<file path="src/rtl/if_else_stream_pkg.sv">
// Shared types and golden model for the if_else_stream kernel.
// ie_ref() works on up to 64-bit operands and masks to the requested width.
package if_else_pkg;

    typedef enum logic [1:0] {BR_GT, BR_LT, BR_EQ} branch_t;

    function automatic logic [63:0] ie_ref(input logic [63:0] a,
                                           input logic [63:0] b,
                                           input bit          signed_mode,
                                           input int          width);
        logic [63:0]        mask;
        logic [63:0]        am;
        logic [63:0]        bm;
        logic [63:0]        k;
        logic [63:0]        m;
        logic signed [63:0] sa;
        logic signed [63:0] sb;
        logic               gt;
        logic               lt;
        int                 sh;
        sh   = 64 - width;
        mask = (width >= 64) ? '1 : ((64'd1 << width) - 64'd1);
        am   = a & mask;
        bm   = b & mask;
        // Sign-extend from bit width-1 by shifting it up to bit 63 and back.
        sa   = $signed(am << sh) >>> sh;
        sb   = $signed(bm << sh) >>> sh;
        if (signed_mode) begin
            gt = sa > sb;
            lt = sa < sb;
        end else begin
            gt = am > bm;
            lt = am < bm;
        end
        k = (am - bm) & mask;
        if (gt) begin
            m = am;
        end else if (lt) begin
            m = bm;
        end else begin
            m = 64'd1;
        end
        return (k * m) & mask;
    endfunction

endpackage

</file>
<file path="src/rtl/if_else_stream_if.sv">
// Operand join and result handshake bundle for if_else_stream.
// master = producer/consumer side, slave = the kernel.
interface if_else_stream_if #(
    parameter int WIDTH = 32
);
    logic [WIDTH-1:0] a_din;
    logic             a_valid_in;
    logic             a_ready_out;
    logic [WIDTH-1:0] b_din;
    logic             b_valid_in;
    logic             b_ready_out;
    logic [WIDTH-1:0] end_out;
    logic             end_valid;
    logic             end_ready;

    modport master (
        output a_din, a_valid_in, b_din, b_valid_in, end_ready,
        input  a_ready_out, b_ready_out, end_out, end_valid
    );

    modport slave (
        input  a_din, a_valid_in, b_din, b_valid_in, end_ready,
        output a_ready_out, b_ready_out, end_out, end_valid
    );
endinterface

</file>
<file path="src/rtl/if_else_stream_elastic_fifo.sv">
// Show-ahead result FIFO: rd_data is always the head entry.
// Writes into a full FIFO are dropped; the caller's credit scheme prevents them.
module elastic_fifo #(
    parameter int WIDTH = 32,
    parameter int DEPTH = 8,
    localparam int PTR_W = (DEPTH > 1) ? $clog2(DEPTH) : 1,
    localparam int CNT_W = $clog2(DEPTH + 1)
) (
    input  logic             clk,
    input  logic             rst_n,
    input  logic             wr_en,
    input  logic [WIDTH-1:0] wr_data,
    input  logic             rd_en,
    output logic [WIDTH-1:0] rd_data,
    output logic [CNT_W-1:0] count,
    output logic             full,
    output logic             empty
);
    logic [WIDTH-1:0] mem [DEPTH];
    logic [PTR_W-1:0] wr_ptr;
    logic [PTR_W-1:0] rd_ptr;
    logic             do_wr;
    logic             do_rd;

    assign full    = (count == CNT_W'(DEPTH));
    assign empty   = (count == '0);
    assign do_wr   = wr_en && !full;
    assign do_rd   = rd_en && !empty;
    assign rd_data = mem[rd_ptr];

    // NOTE: the storage is reset so the head reads 0 out of reset; at this
    // depth that costs little, and larger FIFOs would drop it.
    always_ff @(posedge clk or negedge rst_n) begin
        if (!rst_n) begin
            for (int i = 0; i < DEPTH; i++) begin
                mem[i] <= '0;
            end
        end else if (do_wr) begin
            mem[wr_ptr] <= wr_data;
        end
    end

    always_ff @(posedge clk or negedge rst_n) begin
        if (!rst_n) begin
            wr_ptr <= '0;
            rd_ptr <= '0;
            count  <= '0;
        end else begin
            if (do_wr) begin
                wr_ptr <= (wr_ptr == PTR_W'(DEPTH - 1)) ? '0 : wr_ptr + PTR_W'(1);
            end
            if (do_rd) begin
                rd_ptr <= (rd_ptr == PTR_W'(DEPTH - 1)) ? '0 : rd_ptr + PTR_W'(1);
            end
            if (do_wr && !do_rd) begin
                count <= count + CNT_W'(1);
            end else if (do_rd && !do_wr) begin
                count <= count - CNT_W'(1);
            end
        end
    end
endmodule

</file>
<file path="src/rtl/if_else_stream.sv">
// Streaming k = a - b kernel: k*a if a > b, k*b if b > a, else k.
// Credit-joined operands, S0 register, MUL_LAT-stage multiplier, result FIFO.
module if_else_stream
    import if_else_pkg::*;
#(
    parameter int WIDTH   = 32,
    parameter int MUL_LAT = 2,
    parameter int DEPTH   = 8,
    parameter bit SIGNED  = 1'b1
) (
    input logic               clk,
    input logic               rst,
    if_else_stream_if.slave   io
);
    localparam int CNT_W = $clog2(DEPTH + 1);

    if (MUL_LAT < 1) begin : g_lat_chk
        $error("MUL_LAT must be >= 1");
    end
    if (DEPTH < MUL_LAT + 2) begin : g_depth_chk
        $error("DEPTH must be >= MUL_LAT + 2");
    end

    logic [CNT_W-1:0] inflight;
    logic             credit;
    logic             accept;
    logic             pop;
    logic             gt;
    logic             lt;
    branch_t          br;
    logic [WIDTH-1:0] k_next;
    logic [WIDTH-1:0] m_next;
    logic             s0_valid;
    logic [WIDTH-1:0] s0_k;
    logic [WIDTH-1:0] s0_m;
    logic [MUL_LAT-1:0] mul_v;
    logic [WIDTH-1:0]   mul_q [MUL_LAT];
    logic [CNT_W-1:0] fifo_count;
    logic             fifo_full;
    logic             fifo_empty;

    // Credit comes from registered state only; rst gates it so readies are low in reset.
    assign credit         = rst && (inflight < CNT_W'(DEPTH));
    assign io.a_ready_out = io.b_valid_in && credit;
    assign io.b_ready_out = io.a_valid_in && credit;
    assign accept         = io.a_valid_in && io.b_valid_in && credit;
    assign io.end_valid   = !fifo_empty;
    assign pop            = io.end_valid && io.end_ready;
    assign k_next         = io.a_din - io.b_din;

    // NOTE: every output of this block gets a default first so no path leaves
    // a value unassigned, which would infer a latch.
    always_comb begin
        gt = 1'b0;
        lt = 1'b0;
        if (SIGNED) begin
            gt = $signed(io.a_din) > $signed(io.b_din);
            lt = $signed(io.a_din) < $signed(io.b_din);
        end else begin
            gt = io.a_din > io.b_din;
            lt = io.a_din < io.b_din;
        end
        br = BR_EQ;
        if (gt) begin
            br = BR_GT;
        end else if (lt) begin
            br = BR_LT;
        end
        m_next = WIDTH'(1);
        case (br)
            BR_GT:   m_next = io.a_din;
            BR_LT:   m_next = io.b_din;
            default: m_next = WIDTH'(1);
        endcase
    end

    // NOTE: state uses non-blocking assignments so every register samples
    // pre-edge values regardless of statement order.
    always_ff @(posedge clk or negedge rst) begin
        if (!rst) begin
            inflight <= '0;
            s0_valid <= 1'b0;
            mul_v    <= '0;
        end else begin
            if (accept && !pop) begin
                inflight <= inflight + CNT_W'(1);
            end else if (pop && !accept) begin
                inflight <= inflight - CNT_W'(1);
            end
            s0_valid <= accept;
            mul_v[0] <= s0_valid;
            for (int i = 1; i < MUL_LAT; i++) begin
                mul_v[i] <= mul_v[i-1];
            end
        end
    end

    // Datapath registers are qualified by the valid bits above and need no reset.
    always_ff @(posedge clk) begin
        if (accept) begin
            s0_k <= k_next;
            s0_m <= m_next;
        end
        mul_q[0] <= s0_k * s0_m;
        for (int i = 1; i < MUL_LAT; i++) begin
            mul_q[i] <= mul_q[i-1];
        end
    end

    elastic_fifo #(
        .WIDTH (WIDTH),
        .DEPTH (DEPTH)
    ) u_fifo (
        .clk     (clk),
        .rst_n   (rst),
        .wr_en   (mul_v[MUL_LAT-1]),
        .wr_data (mul_q[MUL_LAT-1]),
        .rd_en   (pop),
        .rd_data (io.end_out),
        .count   (fifo_count),
        .full    (fifo_full),
        .empty   (fifo_empty)
    );

    a_no_overflow: assert property (@(posedge clk) disable iff (!rst)
        !(mul_v[MUL_LAT-1] && fifo_full));
    a_fifo_le_inflight: assert property (@(posedge clk) disable iff (!rst)
        fifo_count <= inflight);
endmodule

</file>
<file path="src/flat_wrapper.sv">
// flat-port wrapper written by rule: the top's interface ports become plain ports
module if_else_stream_flat import if_else_pkg::*;
#(
    parameter int WIDTH   = 32,
    parameter int MUL_LAT = 2,
    parameter int DEPTH   = 8,
    parameter bit SIGNED  = 1'b1
)
  (clk, rst, io_a_din, io_a_valid_in, io_b_din, io_b_valid_in, io_end_ready, io_a_ready_out, io_b_ready_out, io_end_out, io_end_valid);
  if_else_stream_if #(.WIDTH(WIDTH)) io_i ();
  input logic clk;
  input logic rst;
  input wire logic [$bits(io_i.a_din)-1:0] io_a_din;
  input wire logic [$bits(io_i.a_valid_in)-1:0] io_a_valid_in;
  input wire logic [$bits(io_i.b_din)-1:0] io_b_din;
  input wire logic [$bits(io_i.b_valid_in)-1:0] io_b_valid_in;
  input wire logic [$bits(io_i.end_ready)-1:0] io_end_ready;
  output wire logic [$bits(io_i.a_ready_out)-1:0] io_a_ready_out;
  output wire logic [$bits(io_i.b_ready_out)-1:0] io_b_ready_out;
  output wire logic [$bits(io_i.end_out)-1:0] io_end_out;
  output wire logic [$bits(io_i.end_valid)-1:0] io_end_valid;
  assign io_i.a_din = io_a_din;
  assign io_i.a_valid_in = io_a_valid_in;
  assign io_i.b_din = io_b_din;
  assign io_i.b_valid_in = io_b_valid_in;
  assign io_i.end_ready = io_end_ready;
  assign io_a_ready_out = io_i.a_ready_out;
  assign io_b_ready_out = io_i.b_ready_out;
  assign io_end_out = io_i.end_out;
  assign io_end_valid = io_i.end_valid;
  if_else_stream #(.WIDTH(WIDTH), .MUL_LAT(MUL_LAT), .DEPTH(DEPTH), .SIGNED(SIGNED)) u_core (.clk(clk), .rst(rst), .io(io_i));
endmodule
</file>
<file path="config.mk">
export PLATFORM = sky130hd
export DESIGN_NAME = if_else_stream_flat
export DESIGN_NICKNAME = d
export VERILOG_FILES = /design/src/rtl/if_else_stream_pkg.sv /design/src/rtl/if_else_stream_if.sv /design/src/rtl/if_else_stream_elastic_fifo.sv /design/src/rtl/if_else_stream.sv /design/src/flat_wrapper.sv
export SDC_FILE = /design/constraint.sdc
export NUM_CORES = 2
export LEC_CHECK = 0
export CAP_MARGIN = 0
export CELL_PAD_IN_SITES_DETAIL_PLACEMENT = 1
export CELL_PAD_IN_SITES_GLOBAL_PLACEMENT = 1
export CORE_MARGIN = 2
export CORE_UTILIZATION = 50
export CTS_CLUSTER_SIZE = 8
export DETAILED_ROUTE_END_ITERATION = 8
export PLACE_DENSITY_LB_ADDON = 0.05
export SLEW_MARGIN = 5
export SYNTH_ARGS = -nofsm -noshare
export SYNTH_HDL_FRONTEND = slang
export SYNTH_SLANG_ARGS = --single-unit
</file>
<file path="constraint.sdc">
create_clock -name clk -period 9.05 [get_ports clk]
set_input_delay 1.3575 -clock clk [delete_from_list [all_inputs] [get_ports clk]]
set_output_delay 1.3575 -clock clk [all_outputs]
set_load 0.01 [all_outputs]
</file>
# Yosys cells after proc, flatten, opt, wreduce, memory -nomap -nowiden
# Memories as Yosys holds them, arrays and structs flattened.
# Index checks and enable logic that the tools add are counted.
# word_totals
ff_bits,337
mem_bits_rw,64
inputBits,69
out_inout_bits,35
wordCells,75
n_memories,1
# op_classes
n_addsub,7
n_mul,1
n_lt_le_gt_ge,6
eq_ne,4
n_mux,15
n_bitwise,2
reduce_logical,23
# memory_table
memory,depth,width,read_ports,rd_ports_with_merged_regs,wr,line_no,text
u_core.mul_q,2,32,2,0,2,if_else_stream.sv:37,logic [WIDTH-1:0] mul_q [MUL_LAT];
# ops
op,n
bitwise mux 256 bit,1
binary-select mux 32 bit (select 3 bit),1
demux 32 bit (select 3 bit),1
two-way mux 32 bit,3
case mux 32 bit (2 select lines),1
> comparator 32 bit,1
< comparator 32 bit,1
multiplier 32 x 32 -> 32 bit,1
subtractor 32 bit,1
two-way mux 4 bit,4
logical AND 1 bit,13
"adder 4 x 1 -> 4 bit, second input constant",2
"greater-or-equal comparator 4 bit, second input constant",2
NOT 3 -> 4 bit,2
"subtractor 4 x 1 -> 4 bit, second input constant",2
"adder 3 x 1 -> 3 bit, second input constant",2
"equality test 3 bit, second input constant",2
zero test 1 bit,6
two-way mux 3 bit,2
"equality test 4 bit, second input constant",1
zero test 4 bit,1
"< comparator 4 x 1 -> 1 bit, second input constant",1
"< comparator 4 bit, second input constant",1
two-way mux 2 bit,2
3 further kinds,4

# Logic depth before layout (Yosys ltp)
# logic_depth
ltp_word,7
ltp_mapped,28
mapped_depth_nobuf,26

# Modules after synthesis
# A second synthesis with hierarchy kept.
# hier_totals
cells_unflattened,2953
hier_area_um2,33525.9
# by_module_without_submodules
module,instances,cells_per_inst,area_per_inst_um2,seq_area_each_um2
if_else_stream,1,2233,21503.1,3378.2
elastic_fifo,1,720,12022.8,6656.4

# Worst setup path after synthesis
# Ideal clock, no wire load.
# synth_timing
kind,register to register
startpoint,reg u_core.s0_k[12]
endpoint,mem u_core.mul_q[0][31]
setup_ns,0.072
t_arrival_ns,6.889
required_time_ns,8.978
setup_slack_ns,2.089
stages_incl_launch_ff,27
path_buffers,2
synth_period_minus_slack_ns,6.961
path_cell_list,edfxtp_1 -> clkbuf_1 -> clkbuf_1 -> nand2_1 -> fa_1 -> fa_1 -> inv_1 -> fa_1 -> inv_1 -> fa_1 -> fa_1 -> inv_1 -> fa_1 -> inv_1 -> fa_1 -> fa_1 -> inv_1 -> ha_1 -> a21oi_1 -> o21ai_0 -> nor3b_2 -> a21oi_2 -> a41o_1 -> a311oi_2 -> nor2b_2 -> o41ai_4 -> xnor2_1
# synth_lines
element,line_no,text
from (decl),if_else_stream.sv:34,logic [WIDTH-1:0] s0_k;
from (signal assigned),if_else_stream.sv:101,s0_k <= k_next;
to (decl),if_else_stream.sv:37,

==> key figures <==
Outcome
  • Outcome: completed

Critical path
  • CP startpoint kind: flip-flop
  • Critical setup path kind: reg -> reg
  • R2R setup slack: 1.16 ns
  • CP required: 9.48 ns
  • Reg2reg path depth: 24
  • R2R Path End: u_core.mul_q[0][31]$_DFF_P_
  • Worst reg2reg path startpoint: u_core.s0_m[6]$_SDFFCE_PN0P_
  • Crit path DAT: 8.32 ns
  • Max Fanout on Critical Path: 26
  • CP endpoint kind: flip-flop

Synthesis
  • Synthesized area per cell: 11.2 µm²
  • Post-Syn Area: 0.0335 mm²
  • Mapped Cells: 2,986
  • Cell variety after synth: 63
  • Predominant post-synthesis flop cell: dfrtp_1
  • Syn. warnings: 0
  • Sequential element share of the synthesized area: 29.9%
  • FF+latch count, synth: 401
  • Number of synthesized flops with an enable pin: 64
  • Synth Net Count: ~3,600
  • Ys async rst share: between 60% and 70%

Placement
  • Buffers on Ports: ~100
  • Placer congestion estimate: ~0.84
  • Dpl hpwl: approximately 66,000 µm

Floorplanning
  • Die width: 263 µm
  • Initial Utilization: 50.7%
  • Top Ports: 104
  • Die height: between 200 and 300 µm
  • Core area: 0.0661 mm²
  • DIE AREA: 0.0691 mm²
  • Num rows: 94

Clock network
  • Clock slew at reported path FFs: 0.05 ns
  • Cts bufs inserted: 57
  • Max clock buf depth: 3
  • Htree depth: 2
  • Hold buffer count at CTS: 0
  • CTS tree: done
  • CTS resizes: 0
  • Clock root buffer: clkbuf_16
  • # Post-CTS Setup Buffers: 0
  • Worst skew pair latency: 0.64 ns
  • TritonCTS sink count: 401

Route
  • Post-route DRC violation count: 0
  • First-pass DRT Iterations: 4
  • Number of nets with antenna violations after routing: 0
  • Routed Wire Length: 91,200 µm
  • Initial drt markers: 1,064
  • WL per Instance: 23.1 µm
  • Via count: approximately 22,000
  • Via density: 5.59

STA
  • Slew Limit Fails: 0
  • Post-route clock period utilization: 87.1%
  • Final hold vios: 0
  • Setup TNS: 0 ns
  • RSZ-0062 raised after global routing: no
  • Setup Skew: approximately 0.073 ns
  • Final setup viols: 0
  • Worst-Margin Slew: 1.14 ns
  • Final period demand of the worst path: 7.89 ns
  • Fmax: 127 MHz
  • Max_slew headroom: between 20% and 30%

Global route
  • GRT Overall Usage: 27.4%
  • Initial antenna violation count: 1
  • Vias in the first global route: 26,000
  • First-pass GRT wire length: 148,000 µm
  • Largest net degree at the start of global routing: 81
  • Global route overflow: 0

Min path
  • WHS Endpoint: u_core.mul_q[0][32]$_DFF_P_
  • HP Class: reg -> reg
  • Worst hold path depth: 0
  • Hold Startpoint: u_core.mul_q[0][0]$_DFF_P_

Layout
  • Area Growth Syn to Fin: 10.8%
  • Diodes inserted: 0
  • Share of cells above drive strength 1: between 15 and 20%
  • Nets: 3,680

Flow run
  • Max cap viols: 0
-- flip-flops by register name, indices dropped and copies added, names as in the netlist, 2 cells and up --
name and count:
u_core.u_fifo.wr_ptr 3, u_core.s0_m 32, u_core.s0_k 32, u_core.u_fifo.count 4, u_core.mul_v 2, u_core.inflight 4
u_core.u_fifo.mem 256, u_core.u_fifo.rd_ptr 3, u_core.mul_q 64
-- area by class of cell --
class | count | area [µm²]
repair buffers | 137 | 1290
inverters | 444 | 1670
flip-flops and latches | 401 | 10000
fillers | 6867 | 28900
clock buffers | 103 | 1640
multi-input cells | 1994 | 21300
clock inverters | 5 | 115
well taps | 864 | 1080
-- critical path: stages (launching register included) --
cell and delay [ns]:
edfxtp_1 1.07, nand2_1 0.18, fa_1 0.53, fa_1 0.53, inv_1 0.05, fa_1 0.50, inv_1 0.05, fa_1 0.39
fa_1 0.54, inv_1 0.05, fa_1 0.52, inv_1 0.05, fa_1 0.45, fa_1 0.49, inv_1 0.04, ha_1 0.33
a21oi_1 0.16, o21ai_0 0.15, nor3b_2 0.22, a21oi_2 0.12, a41o_1 0.35, a311oi_2 0.32, nor2b_2 0.12, o41ai_4 0.31
xnor2_1 0.11
-- cell usage after synthesis (17+ instances only) --
cell type / number / share of area, %
inv_1: 443 / 5.0
fa_1: 411 / 25
nand2_1: 310 / 3.5
mux2_2: 291 / 9.8
dfrtp_1: 273 / 20
and2_1: 265 / 4.9
ha_1: 165 / 6.2
clkbuf_1: 131 / 1.5
xnor2_1: 90 / 2.4
dfxtp_1: 64 / 3.8
edfxtp_1: 64 / 5.7
mux4_2: 64 / 4.3
a21oi_1: 54 / 0.81
o21ai_0: 50 / 0.75
nor2_1: 37 / 0.41
a22oi_1: 30 / 0.67
mux2i_1: 30 / 0.90
xor2_1: 29 / 0.76
a21o_1: 27 / 0.60
nor3_1: 17 / 0.25
-- per-layer routing --
layer,global-route usage [%],wire [µm]
met5,0,0
met4,8.74,2670
met1,34.3,37700
met2,50.3,48000
met3,2.46,2870
-- placed cells by master (no fill, tap or decap), types with 6 or more instances in the layout --
master	Yosys	routed
inv_1	443	443
fa_1	411	411
nand2_1	310	310
mux2_2	291	291
dfrtp_1	273	271
and2_1	265	264
ha_1	165	164
clkdlybuf4s50_1	0	102
xnor2_1	90	90
mux4_2	64	64
dfxtp_1	64	64
edfxtp_1	64	64
clkbuf_16	0	58
a21oi_1	54	54
o21ai_0	50	50
clkbuf_1	131	43
nor2_1	37	37
buf_4	3	34
mux2i_1	30	30
a22oi_1	30	30
xor2_1	29	29
a21o_1	27	27
nor3_1	17	16
o21a_1	13	13
o21ai_1	12	12
nand3_1	10	9
nand4_1	8	8
nand2b_1	8	8
nor2b_1	7	7
and3_1	6	6
o21bai_1	6	6
-- how the worst max path moves through the flow --
stage,start,endpoint,slack (ns)
2_1_floorplan,u_core.s0_k[12]$_DFFE_PP_,u_core.mul_q[0][31]$_DFF_P_,2.09
3_3_place_gp,u_core.s0_m[5]$_SDFFCE_PN0P_,u_core.mul_q[0][31]$_DFF_P_,1.50
3_5_place_dp,u_core.s0_m[5]$_SDFFCE_PN0P_,u_core.mul_q[0][31]$_DFF_P_,1.30
4_1_cts,u_core.s0_m[3]$_SDFFCE_PN0P_,u_core.mul_q[0][31]$_DFF_P_,1.21
5_1_grt,u_core.s0_m[5]$_SDFFCE_PN0P_,u_core.mul_q[0][31]$_DFF_P_,0.80
6_report,u_core.s0_m[6]$_SDFFCE_PN0P_,u_core.mul_q[0][31]$_DFF_P_,1.16
-- per-stage QoR --
step | utilization (%) | std cells | worst slack (ns) | hold slack (ns) | area (µm²)
after floorplan | - | 2986 | 2.09 | 0.310 | 33500
after global placement | 53.6 | 3840 | 1.50 | 0.311 | 35400
after detailed placement | 53.6 | 3840 | 1.30 | 0.313 | 35400
after CTS | 56.2 | 3948 | 1.21 | 0.325 | 37200
after global routing | 56.2 | 3948 | 0.802 | 0.336 | 37200
final | 56.2 | 3948 | 1.16 | 0.319 | 37200
-- kinds of logic after synthesis --
kind of cell | share of synthesized area [%]
AND/OR/NAND/NOR | 10.3
flip-flops | 29.9
AO/OA/AOI/OAI | 4.34
buffers and inverters | 6.66
adder cells (fa/ha/maj) | 30.7
XOR/XNOR | 3.11
multiplexers | 15.0
Power is left out: the tool's default activity adds up to more than one toggle a clock period on the data nets, which glitch-free logic cannot reach.
